--- src/rtl/conv_8_1_pkg.sv ---
// Shared PHY transmit definitions: idle/sync symbol and serializer state encoding.
// The receive-side aligner uses the same values.
package conv_8_1_pkg;

  localparam logic [7:0] ComSym = 8'hBC;

  typedef enum logic {
    StSync   = 1'b0,
    StActive = 1'b1
  } conv_state_e;

endpackage

--- src/rtl/conv_8_1.sv ---
// Byte-to-serial converter: loads one byte every 8 clk_32f cycles and shifts it out MSB first.
// Idle slots carry COM_SYM, and a COM preamble of MIN_COM bytes follows every reset.
module conv_8_1
  import conv_8_1_pkg::*;
#(
  parameter logic [7:0]  COM_SYM = ComSym,
  parameter int unsigned MIN_COM = 4
) (
  input  logic       clk_32f,
  input  logic       reset_L,
  input  logic [7:0] data_in,
  input  logic       valid_in,
  output logic       byte_req,
  output logic       data_out,
  output logic       active
);

  // One extra bit so MIN_COM=1 still gets a non-zero-width counter.
  localparam int unsigned       CntW    = $clog2(MIN_COM) + 1;
  localparam logic [CntW-1:0]   ComLast = CntW'(MIN_COM - 1);

  logic [2:0]      bit_cnt_q;
  logic [7:0]      shift_q;
  logic [7:0]      next_byte;
  logic [CntW-1:0] com_cnt_q, com_cnt_d;
  conv_state_e     state_q, state_d;
  logic            boundary;

  assign boundary = (bit_cnt_q == 3'd7);
  assign byte_req = boundary;
  assign data_out = shift_q[7];

  always_ff @(posedge clk_32f or negedge reset_L) begin
    if (!reset_L) begin
      bit_cnt_q <= 3'd7;
      shift_q   <= 8'h00;
    end else begin
      bit_cnt_q <= bit_cnt_q + 3'd1;
      shift_q   <= boundary ? next_byte : {shift_q[6:0], 1'b0};
    end
  end

  always_ff @(posedge clk_32f or negedge reset_L) begin
    if (!reset_L) begin
      state_q   <= StSync;
      com_cnt_q <= '0;
    end else begin
      state_q   <= state_d;
      com_cnt_q <= com_cnt_d;
    end
  end

  always_comb begin
    state_d   = state_q;
    com_cnt_d = com_cnt_q;
    if (boundary) begin
      unique case (state_q)
        StSync: begin
          if (com_cnt_q == ComLast) begin
            state_d = StActive;
          end else begin
            com_cnt_d = com_cnt_q + CntW'(1);
          end
        end
        StActive: state_d = StActive;
        default:  state_d = StSync;
      endcase
    end
  end

  // Gating on valid_in keeps an undriven data_in off the lane.
  always_comb begin
    active    = (state_q == StActive);
    next_byte = COM_SYM;
    if ((state_q == StActive) && valid_in) begin
      next_byte = data_in;
    end
  end

endmodule

--- config.mk ---
export PLATFORM = sky130hd
export DESIGN_NAME = conv_8_1
export DESIGN_NICKNAME = d
export VERILOG_FILES = /design/src/rtl/conv_8_1_pkg.sv /design/src/rtl/conv_8_1.sv
export SDC_FILE = /design/constraint.sdc
export NUM_CORES = 1
export LEC_CHECK = 0
export CAP_MARGIN = 15
export CORE_UTILIZATION = 45
export DETAILED_ROUTE_END_ITERATION = 16
export PLACE_DENSITY = 0.73
export SLEW_MARGIN = 20
export SYNTH_ARGS = -nofsm -noshare
export SYNTH_HDL_FRONTEND = slang
export SYNTH_SLANG_ARGS = --single-unit
export TNS_END_PERCENT = 100
--- constraint.sdc ---
create_clock -name clk_32f -period 2.1 [get_ports clk_32f]
set_input_delay 0.315 -clock clk_32f [delete_from_list [all_inputs] [get_ports clk_32f]]
set_output_delay 0.315 -clock clk_32f [all_outputs]
set_load 0.02 [all_outputs]
==> summary.txt, run 1 <==
Worst Max-Slew Pin Slew - 0.654 ns
Vias in the first global route - 418
Leak Pwr - 0.407 nW
Core box area - 1280 µm²
Hold Vio Cnt, Final - 0
Via count - 393
Rows - 13
Top post-synthesis cells by area - dfrtp_1, dfstp_2, ha_1, inv_1, a31oi_1
Synth cell types - 16
Synth Register Bits - 15
Buffers & Inverters on Critical Path - 1
Status - finished, final reports clean
Yosys Warn Count - 0
Hpwl dp - 718 µm
Seq/Total Area, Yosys - 0.610
Synth area leader - dfrtp_1
Worst slew margin - 0.563
Mux cell area share after synthesis - 0.0342
Clock Sinks - 15
Avg WL per Cell - 12.1 µm
Simple-Gate Fraction of Synth Area - 0.101
Worst R2R Start - bit_cnt_q[0]
Family with the most delay on the worst path - buffers and inverters
CTS root buffer - clkbuf_4
Pre-antenna DRT Iters - 3
CP cell instances - clkdlybuf4s50_1
Area share of the largest cell type after synthesis - 0.483
Fin crit period - 1.70 ns
WP data required - 1.78 ns
GPL Wtd Cong - 0.651
Final #Nets - 85
Area Overhead vs Synth - 29.2%
N_diodes - 0
Initial antenna violation count - 0
Num CTS Buffers - 3
CTS max path bufs - 2
CTS clock-pin slew for the worst setup and hold paths - 0.09 ns
Worst path slowest cell - clkdlybuf4s50_1
Grt ovf - 0
Setup_tns - 0 ns
Cts hold-fix bufs - 0
F_max - 0.588 GHz
CP Class - flip-flop to primary output
Synth Area in Adders - 0.101
Die height - 39.2 µm
Max Slew Vio Count - 0
WP data arrival - 1.39 ns
Via density - 4.73
Critical Path Start - active
First-pass GRT wire length - 1730 µm
Routed WL - 1010 µm
Iter 0 DRT Violations - 1
Final period util - 0.810
Worst setup EP type - primary output
Power per cell area - 616 nW/µm²
Max-cap violations - 0
Startpoint types - flip-flop
Clock Latency Late Sink - 0.28 ns
PortBufs - 13
Syn Inst Count - 51
Die width - 39.2 µm
GRT Total Usage - 0.182
Largest net degree at the start of global routing - 16
Tot Pwr - 495 µW
I/O pin cnt - 14
Hold WC Path Type - input port to async pin
Die area - 1530 µm²
Worst-case vdd ir drop - 371 µV
Critical path peak fanout - 6
XOR/XNOR Fraction of Synth Area - 0.0141
Starting density of the core - 0.484
Synthesized Nets - 67
DR DRC count - 0
CTS H-Tree Depth - 1
Synth Area in Compound Gates - 0.0785
ANT nets after route - 0
Largest family of logic cells by synthesized area - simple AND/OR/NAND/NOR gates
Layout cells sized above 1 - 0.132
CTS tree - yes
Final Skew - 0.00724 ns
Syn avg cell area - 12.2 µm²
Area of the mapped netlist - 622 µm²
Unrepaired setup endpoints after global routing - false
Setup-failing EPs final - 0
CP max stage delay - 0.64 ns
-- timing repair --
| action | in CTS | in global routing |
|---|---|---|
| buffers inserted | 0 | 0 |
| endpoints found under the setup margin | 0 | 1 |
| gates resized for setup | 0 | 1 |
-- cells by family after synthesis --
| kind of cell | count (synthesis) |
|---|---|
| mux | 2 |
| buf+inv | 10 |
| fa+ha+maj | 5 |
| flops | 15 |
| simple gates | 10 |
| compound gates | 8 |
| xor+xnor | 1 |
-- layer usage --
layer  GRT usage  vias to the layer above  part of all wire
li1            -                      201                 -
met1       0.214                      182              0.45
met2       0.292                       10              0.50
met3      0.0520                        0             0.046
met4       0.103                        0                 0
met5           0                        -                 0
-- through the flow --
stage | area [µm²] | instances | utilization | setup WS, ns | hold slack, ns
2_1_floorplan | 622 | 51 | - | 0.476 | 0.0194
3_3_place_gp | 773 | 79 | 0.602 | 0.367 | 0.429
3_5_place_dp | 773 | 79 | 0.602 | 0.333 | 0.434
4_1_cts | 801 | 83 | 0.623 | 0.0109 | 0.451
5_1_grt | 803 | 83 | 0.625 | 0.330 | 0.472
6_report | 803 | 83 | 0.625 | 0.399 | 0.427
-- cell usage in the layout (no fill, tap or decap), drive strengths merged --
cell,count
mux2,1
nand4,2
and3,1
o21ai,2
inv,9
dfrtp,12
ha,5
clkbuf,3
buf,1
a31oi,5
dfstp,3
nor3b,1
nor2,5
dlymetal6s2s,1
a21o,1
mux2i,1
clkdlybuf4s50,12
and2,1
clkinv,1
xor2,1
-- area by class of cell --
cell class	instances	area [µm²]
inverters	9	33.8
well taps	15	18.8
repair buffers	14	140
fillers	110	482
clock buffers	3	22.5
flip-flops and latches	15	379
clock inverters	1	5.00
multi-input cells	26	204
-- sequential cells by signal, summed over array words and instances, names as in the netlist --
name,flops
shift_q,8
bit_cnt_q,3
com_cnt_q,3
active,1
-- synthesized netlist by cell type --
| cell | number |
|---|---|
| mux2i_1 | 1 |
| a31oi_1 | 5 |
| xor2_1 | 1 |
| and3_1 | 1 |
| buf_2 | 1 |
| dfrtp_1 | 12 |
| a21o_1 | 1 |
| nand4_1 | 2 |
| nor2_1 | 5 |
| dfstp_2 | 3 |
| ha_1 | 5 |
| nor3b_4 | 1 |
| and2_0 | 1 |
| mux2_1 | 1 |
| inv_1 | 9 |
| o21ai_0 | 2 |
-- where the power goes --
part | internal, mW | switching [mW]
sequential | 0.296 | 0.00183
combinational | 0.0216 | 0.0156
clock | 0.0707 | 0.0898
total | 0.388 | 0.107
-- final timing paths --
check / slack (ns) / cells past startpoint / to
min: 0.43 / 1 / shift_q[0]
min reg2reg: 0.45 / 1 / bit_cnt_q[0]
max: 0.40 / 1 / active
max in group asynchronous: 1.25 / 1 / active
max reg2reg: 0.52 / 4 / com_cnt_q[1]
min in group clk_32f: 0.45 / 1 / bit_cnt_q[0]
No activity file was read; power rests on OpenSTA's default activity.
==> run 2, diff against run 1 <==
Settings changed: CORE_UTILIZATION 45 to 42, PLACE_DENSITY 0.73 to 0.71.
Clock period 2.1 ns to 1.46 ns, I/O delays scaled along.
==> run 2 against run 1 <==
Compared with the run above: the run now ends with negative setup slack left; worst hold slack worse by 0.18 ns; power up 44%; die area up 6.8%; largest cell class unchanged.
==> summary.txt, run 2 (synthesis gave the netlist of run 1 again) <==
Final period util - 1.01
Register area - 379 µm² (unchanged)
Routed WL - 985 µm (was 1010 µm)
CTS max path bufs - 2 (unchanged)
CTS clock-pin slew for the worst setup and hold paths - 0.10 ns (was 0.09 ns)
Vias in the first global route - 349 (was 418)
Max Slew Vio Count - 0 (unchanged)
Multi-input gate area - 245 µm² (was 204 µm²)
DR DRC count - 0 (unchanged)
Die height - 40.5 µm (was 39.2 µm)
Rows - 13 (unchanged)
GRT Total Usage - 0.141 (was 0.182)
Leak Pwr - 0.433 nW (was 0.407 nW)
Critical R2R Capture - com_cnt_q[1] (unchanged)
CTS H-Tree Depth - 1 (unchanged)
First-pass GRT wire length - 1390 µm (was 1730 µm)
Final #Nets - 91 (was 85)
CP cell instances - ha_4 > ha_4 > nor3b_4 > mux2_4 (was clkdlybuf4s50_1)
FF-to-FF path depth - 4 (unchanged)
Cts hold-fix bufs - 0 (unchanged)
Max-cap violations - 0 (unchanged)
Hold Vio Cnt, Final - 0 (unchanged)
Unrepaired setup endpoints after global routing - true (was false)
CP Class - flip-flop to flip-flop (was flip-flop to primary output)
Status - complete, but fails checks (was finished, final reports clean)
Critical path peak fanout - 2 (was 6)
Dpl ws - -0.191 ns (was 0.333 ns)
Starting density of the core - 0.466 (was 0.484)
Die area - 1640 µm² (was 1530 µm²)
CP max stage delay - 0.56 ns (was 0.64 ns)
GPL Wtd Cong - 0.624 (was 0.651)
WP data arrival - 1.64 ns (was 1.39 ns)
CTS tree - yes (unchanged)
Pre-antenna DRT Iters - 5 (was 3)
Commonest non-fill, non-tap cell in the layout - dfrtp_1
Core box area - 1330 µm² (was 1280 µm²)
Largest net degree at the start of global routing - 16 (unchanged)
I/O pin cnt - 14 (unchanged)
Failing checks - negative setup slack
Hold WC Path Type - input port to async pin (unchanged)
N_diodes - 0 (unchanged)
Worst path slowest cell - dfstp_2 (was clkdlybuf4s50_1)
Final worst slack - -0.0193 ns (was 0.399 ns)
Startpoint types - flip-flop (unchanged)
Layout cells sized above 1 - 0.270 (was 0.132)
Worst slew margin - 0.798 (was 0.563)
Num CTS Buffers - 3 (unchanged)
Fillcell total - 107 (was 110)
WP data required - 1.62 ns (was 1.78 ns)
Most frequent cells in the layout - dfrtp_1, clkdlybuf4s50_1, inv_1, buf_4 (was dfrtp_1, clkdlybuf4s50_1, inv_1)
Via density - 4.82 (was 4.73)
Grt ovf - 0 (unchanged)
Clock Sinks - 15 (unchanged)
CTS root buffer - clkbuf_4 (unchanged)
Avg WL per Cell - 11.1 µm (was 12.1 µm)
Fin crit period - 1.48 ns
Worst Max-Slew Pin Slew - 0.303 ns (was 0.654 ns)
Worst R2R Start - bit_cnt_q[0] (unchanged)
Setup_tns - -0.0258 ns (was 0 ns)
PortBufs - 13 (unchanged)
Iter 0 DRT Violations - 7 (was 1)
Area Overhead vs Synth - 43.1% (was 29.2%)
F_max - 0.676 GHz
Initial antenna violation count - 0 (unchanged)
Hpwl dp - 696 µm (was 718 µm)
Power per cell area - 804 nW/µm² (was 616 nW/µm²)
Worst-case vdd ir drop - 475 µV (was 371 µV)
Max reg flops - 8 (unchanged)
Final Skew - 0.00965 ns (was 0.00724 ns)
Crit-path most repeated cell - ha_4
Critical Path Stages - 4 (was 1)
Die width - 40.5 µm (was 39.2 µm)
Buffers & Inverters on Critical Path - 0 (was 1)
ANT nets after route - 0 (unchanged)
Via count - 429 (was 393)
Clock Latency Late Sink - 0.28 ns (about the same)
Setup-failing EPs final - 2 (was 0)
Family with the most delay on the worst path - flip-flops (was buffers and inverters)
R2r setup slk - -0.02 ns (was 0.52 ns)
Worst setup EP type - flip-flop (was primary output)
Most flop-heavy register - shift_q (unchanged)
Largest regs - shift_q (8), bit_cnt_q (3), com_cnt_q (3) (unchanged)
[run 2: cell count changes in the layout (fill, tap and decap cells not counted), sizes merged]
cell,delta
clkdlybuf4s50,-2
buf,+7
dlygate4sd2,+1
[run 2: through the flow]
step	hold slack, ns	util	std cells	instance area [µm²]	total power, mW
after floorplan	-0.0766	-	51	651	0.449
after global placement	0.445	0.624	83	832	0.490
after detailed placement	0.460	0.624	83	832	0.491
after CTS	0.255	0.659	88	880	0.724
after global routing	0.279	0.667	89	890	0.744
final	0.248	0.667	89	890	0.715
[run 2: worst max path at each step]
stage	startpoint	endpoint
floorplan	bit_cnt_q[1]	com_cnt_q[1]
global placement	bit_cnt_q[0]	byte_req
global route	bit_cnt_q[0]	com_cnt_q[1]
finish	bit_cnt_q[0]	com_cnt_q[1]
CTS	bit_cnt_q[1]	com_cnt_q[1]
detailed placement	bit_cnt_q[0]	byte_req
[run 2: power by group]
part / internal (mW) / total (mW) / switching (mW)
registers: 0.425 / 0.428 / 0.00275
logic: 0.0324 / 0.0541 / 0.0217
clock network: 0.102 / 0.233 / 0.132
total: 0.559 / 0.715 / 0.156
[run 2: final cells by class]
cell class / count / share of cell area
flip-flops and latches: 15 / 0.426
multi-input cells: 26 / 0.276
well taps: 15 / 0.0211
clock buffers: 3 / 0.0253
inverters: 9 / 0.0380
clock inverters: 1 / 0.00563
repair buffers: 20 / 0.208
[run 2: metal layers]
layer,vias to the layer above,share of wire,GRT usage
met4,0,0,0.100
li1,214,-,-
met5,-,0,0
met3,0,0.051,0.0333
met1,204,0.48,0.163
met2,11,0.46,0.226
[run 2: timing repair]
action | CTS | global route
endpoints found under the hold margin | 0 | 0
gates cloned | 0 | 0
endpoints found under the setup margin | 3 | 5
resized for setup | 9 | 1
buffers inserted | 1 | 1
==> run 3, diff against run 2 <==
Settings changed: CORE_MARGIN set to 3.
==> run 3 against run 2 <==
Compared with the run above: the run still ends with negative setup slack left; combinational power rose by 0.7%; cell count fell by 1.1%; routed wire length up 11%; register-to-register slack worse by 0.06 ns; clock-buffer cell count is 1 higher; first-iteration DRC count down 57%; sequential power barely moved; clock power is essentially flat; critical endpoint unchanged; largest power group unchanged.
==> summary.txt, run 3 (synthesis gave the netlist of run 1 again) <==
Crit-path most repeated cell - ha_4 (unchanged)
Die height - 44.5 µm (was 40.5 µm)
Iter 0 DRT Violations - 3 (was 7)
Num CTS Buffers - 3 (unchanged)
Register area - 379 µm² (unchanged)
N_diodes - 0 (unchanged)
Hpwl dp - 775 µm (was 696 µm)
CTS max path bufs - 2 (unchanged)
CP Class - flip-flop to flip-flop (unchanged)
Comb power frac - 0.076 (about the same)
CP cell instances - ha_4 > buf_6 > ha_4 > nor3b_4 > mux2_4 (was ha_4 > ha_4 > nor3b_4 > mux2_4)
Tot Pwr - 717 µW (was 715 µW)
Pre-antenna DRT Iters - 3 (was 5)
Worst R2R Start - bit_cnt_q[0] (unchanged)
Largest net degree at the start of global routing - 16 (unchanged)
Max Slew Vio Count - 0 (unchanged)
Area Overhead vs Synth - 41.2% (was 43.1%)
PortBufs - 13 (unchanged)
Rows - 13 (unchanged)
Failing checks - negative setup slack (unchanged)
Hold WC Path Type - input port to async pin (unchanged)
I/O pin cnt - 14 (unchanged)
Starting density of the core - 0.461 (was 0.466)
Worst-case vdd ir drop - 496 µV (was 475 µV)
Final #Nets - 90 (was 91)
CTS clock-pin slew for the worst setup and hold paths - 0.09 ns (was 0.10 ns)
Final worst slack - -0.0822 ns (was -0.0193 ns)
Hold Vio Cnt, Final - 0 (unchanged)
Clock Latency Late Sink - 0.28 ns (about the same)
WP data arrival - 1.71 ns (was 1.64 ns)
Vias in the first global route - 408 (was 349)
CTS H-Tree Depth - 1 (unchanged)
DRT met1 WL - 501 µm (was 476 µm)
Avg WL per Cell - 12.4 µm (was 11.1 µm)
Design internal power - 564 µW (was 559 µW)
Sw Share - 0.213 (was 0.218)
Via count - 402 (was 429)
Most flop-heavy register - shift_q (unchanged)
Critical R2R Capture - com_cnt_q[1] (unchanged)
Die area - 1980 µm² (was 1640 µm²)
R2r setup slk - -0.08 ns (was -0.02 ns)
Hold slack - 0.238 ns (was 0.248 ns)
Core box area - 1350 µm² (was 1330 µm²)
Critical path peak fanout - 2 (unchanged)
GPL Wtd Cong - 0.675 (was 0.624)
Clock network power share - 0.327 (was 0.326)
CP max stage delay - 0.56 ns (about the same)
CTS tree - yes (unchanged)
ANT nets after route - 0 (unchanged)
Leak Pwr - 0.435 nW (was 0.433 nW)
Final period util - 1.06 (was 1.01)
Final Skew - 0.00401 ns (was 0.00965 ns)
Initial antenna violation count - 0 (unchanged)
Worst Max-Slew Pin Slew - 0.278 ns (was 0.303 ns)
Die width - 44.5 µm (was 40.5 µm)
Buffers & Inverters on Critical Path - 1 (was 0)
F_max - 0.648 GHz (was 0.676 GHz)
Critical Path Stages - 5 (was 4)
First-pass GRT wire length - 1820 µm (was 1390 µm)
Largest regs - shift_q (8), bit_cnt_q (3), com_cnt_q (3) (unchanged)
Worst slew margin - 0.814 (was 0.798)
Layout cells sized above 1 - 0.247 (was 0.270)
Max reg flops - 8 (unchanged)
Most frequent cells in the layout - dfrtp_1, clkdlybuf4s50_1, inv_1, a31oi_1, buf_4 (was dfrtp_1, clkdlybuf4s50_1, inv_1, buf_4)
GRT Total Usage - 0.132 (was 0.141)
Worst setup EP type - flip-flop (unchanged)
Cts hold-fix bufs - 0 (unchanged)
Status - complete, but fails checks (unchanged)
Commonest non-fill, non-tap cell in the layout - dfrtp_1 (unchanged)
Routed length on met2 - 525 µm (was 458 µm)
Startpoint types - flip-flop (unchanged)
Reg power frac - 0.597 (was 0.598)
Routed WL - 1090 µm (was 985 µm)
Grt ovf - 0 (unchanged)
DR DRC count - 0 (unchanged)
WP data required - 1.63 ns (was 1.62 ns)
Multi-input gate area - 235 µm² (was 245 µm²)
Worst path slowest cell - dfstp_2 (unchanged)
Family with the most delay on the worst path - flip-flops (unchanged)
Highest routed metal layer - met4 (was met3)
Fillcell total - 108 (was 107)
Power per cell area - 816 nW/µm² (was 804 nW/µm²)
Max-cap violations - 0 (unchanged)
CTS root buffer - clkbuf_4 (unchanged)
FF-to-FF path depth - 5 (was 4)
Setup-failing EPs final - 4 (was 2)
Clock Sinks - 15 (unchanged)
Metal3 WL - 58 µm (was 50 µm)
P_sw - 153 µW (was 156 µW)
Via density - 4.57 (was 4.82)
Unrepaired setup endpoints after global routing - true (unchanged)
Fin crit period - 1.54 ns (was 1.48 ns)
## run 3: cell types whose count changed in the layout (fill, tap and decap cells not counted), sizes merged
cell,delta
buf,-1
clkbuf,+1
clkinv,-1
## run 3: how the worst max path moves through the flow
stage | start | end | slack, ns
after global placement | bit_cnt_q[1] | byte_req | -0.16
after CTS | bit_cnt_q[1] | com_cnt_q[1] | -0.08
after detailed placement | bit_cnt_q[0] | byte_req | -0.16
after global routing | bit_cnt_q[0] | com_cnt_q[1] | -0.13
final | bit_cnt_q[0] | com_cnt_q[1] | -0.08
after floorplan | bit_cnt_q[1] | com_cnt_q[1] | -0.04
## run 3: repair_timing
| item | in CTS | in global routing |
|---|---|---|
| gates resized for setup | 6 | 7 |
| gates cloned | 0 | 0 |
| buffers inserted | 0 | 1 |
| pin swaps | 0 | 3 |
| endpoints found under the setup margin | 5 | 5 |
## run 3: area by class of cell
class / instances / area share
Timing Repair Buffer: 19 / 0.211
Inverter: 9 / 0.0385
Tap cell: 15 / 0.0214
Sequential cell: 15 / 0.432
Clock buffer: 4 / 0.0299
Multi-Input combinational cell: 26 / 0.268
## run 3: metrics by stage
| step | cell area [µm²] | setup slack, ns | util | instances | setup TNS (ns) |
|---|---|---|---|---|---|
| after floorplan | 651 | -0.0443 | - | 51 | -0.0443 |
| after global placement | 832 | -0.160 | 0.616 | 83 | -0.268 |
| after detailed placement | 832 | -0.162 | 0.616 | 83 | -0.309 |
| after CTS | 856 | -0.0814 | 0.634 | 87 | -0.216 |
| after global routing | 878 | -0.134 | 0.651 | 88 | -0.582 |
| final | 878 | -0.0822 | 0.651 | 88 | -0.187 |
## run 3: power by group through the flow
stage               combinational [mW]  sequential (mW)  clock (mW)
floorplan                       0.0116            0.437           0
global placement                0.0545            0.435           0
detailed placement              0.0558            0.436           0
CTS                             0.0559            0.428       0.243
global route                    0.0607            0.429       0.263
finish                          0.0545            0.428       0.234
## run 3: layer usage
layer  vias to the layer above  global-route usage
met2                        10               0.201
met5                         -                   0
met4                         0              0.0723
met3                         2              0.0407
li1                        213                   -
met1                       177               0.166
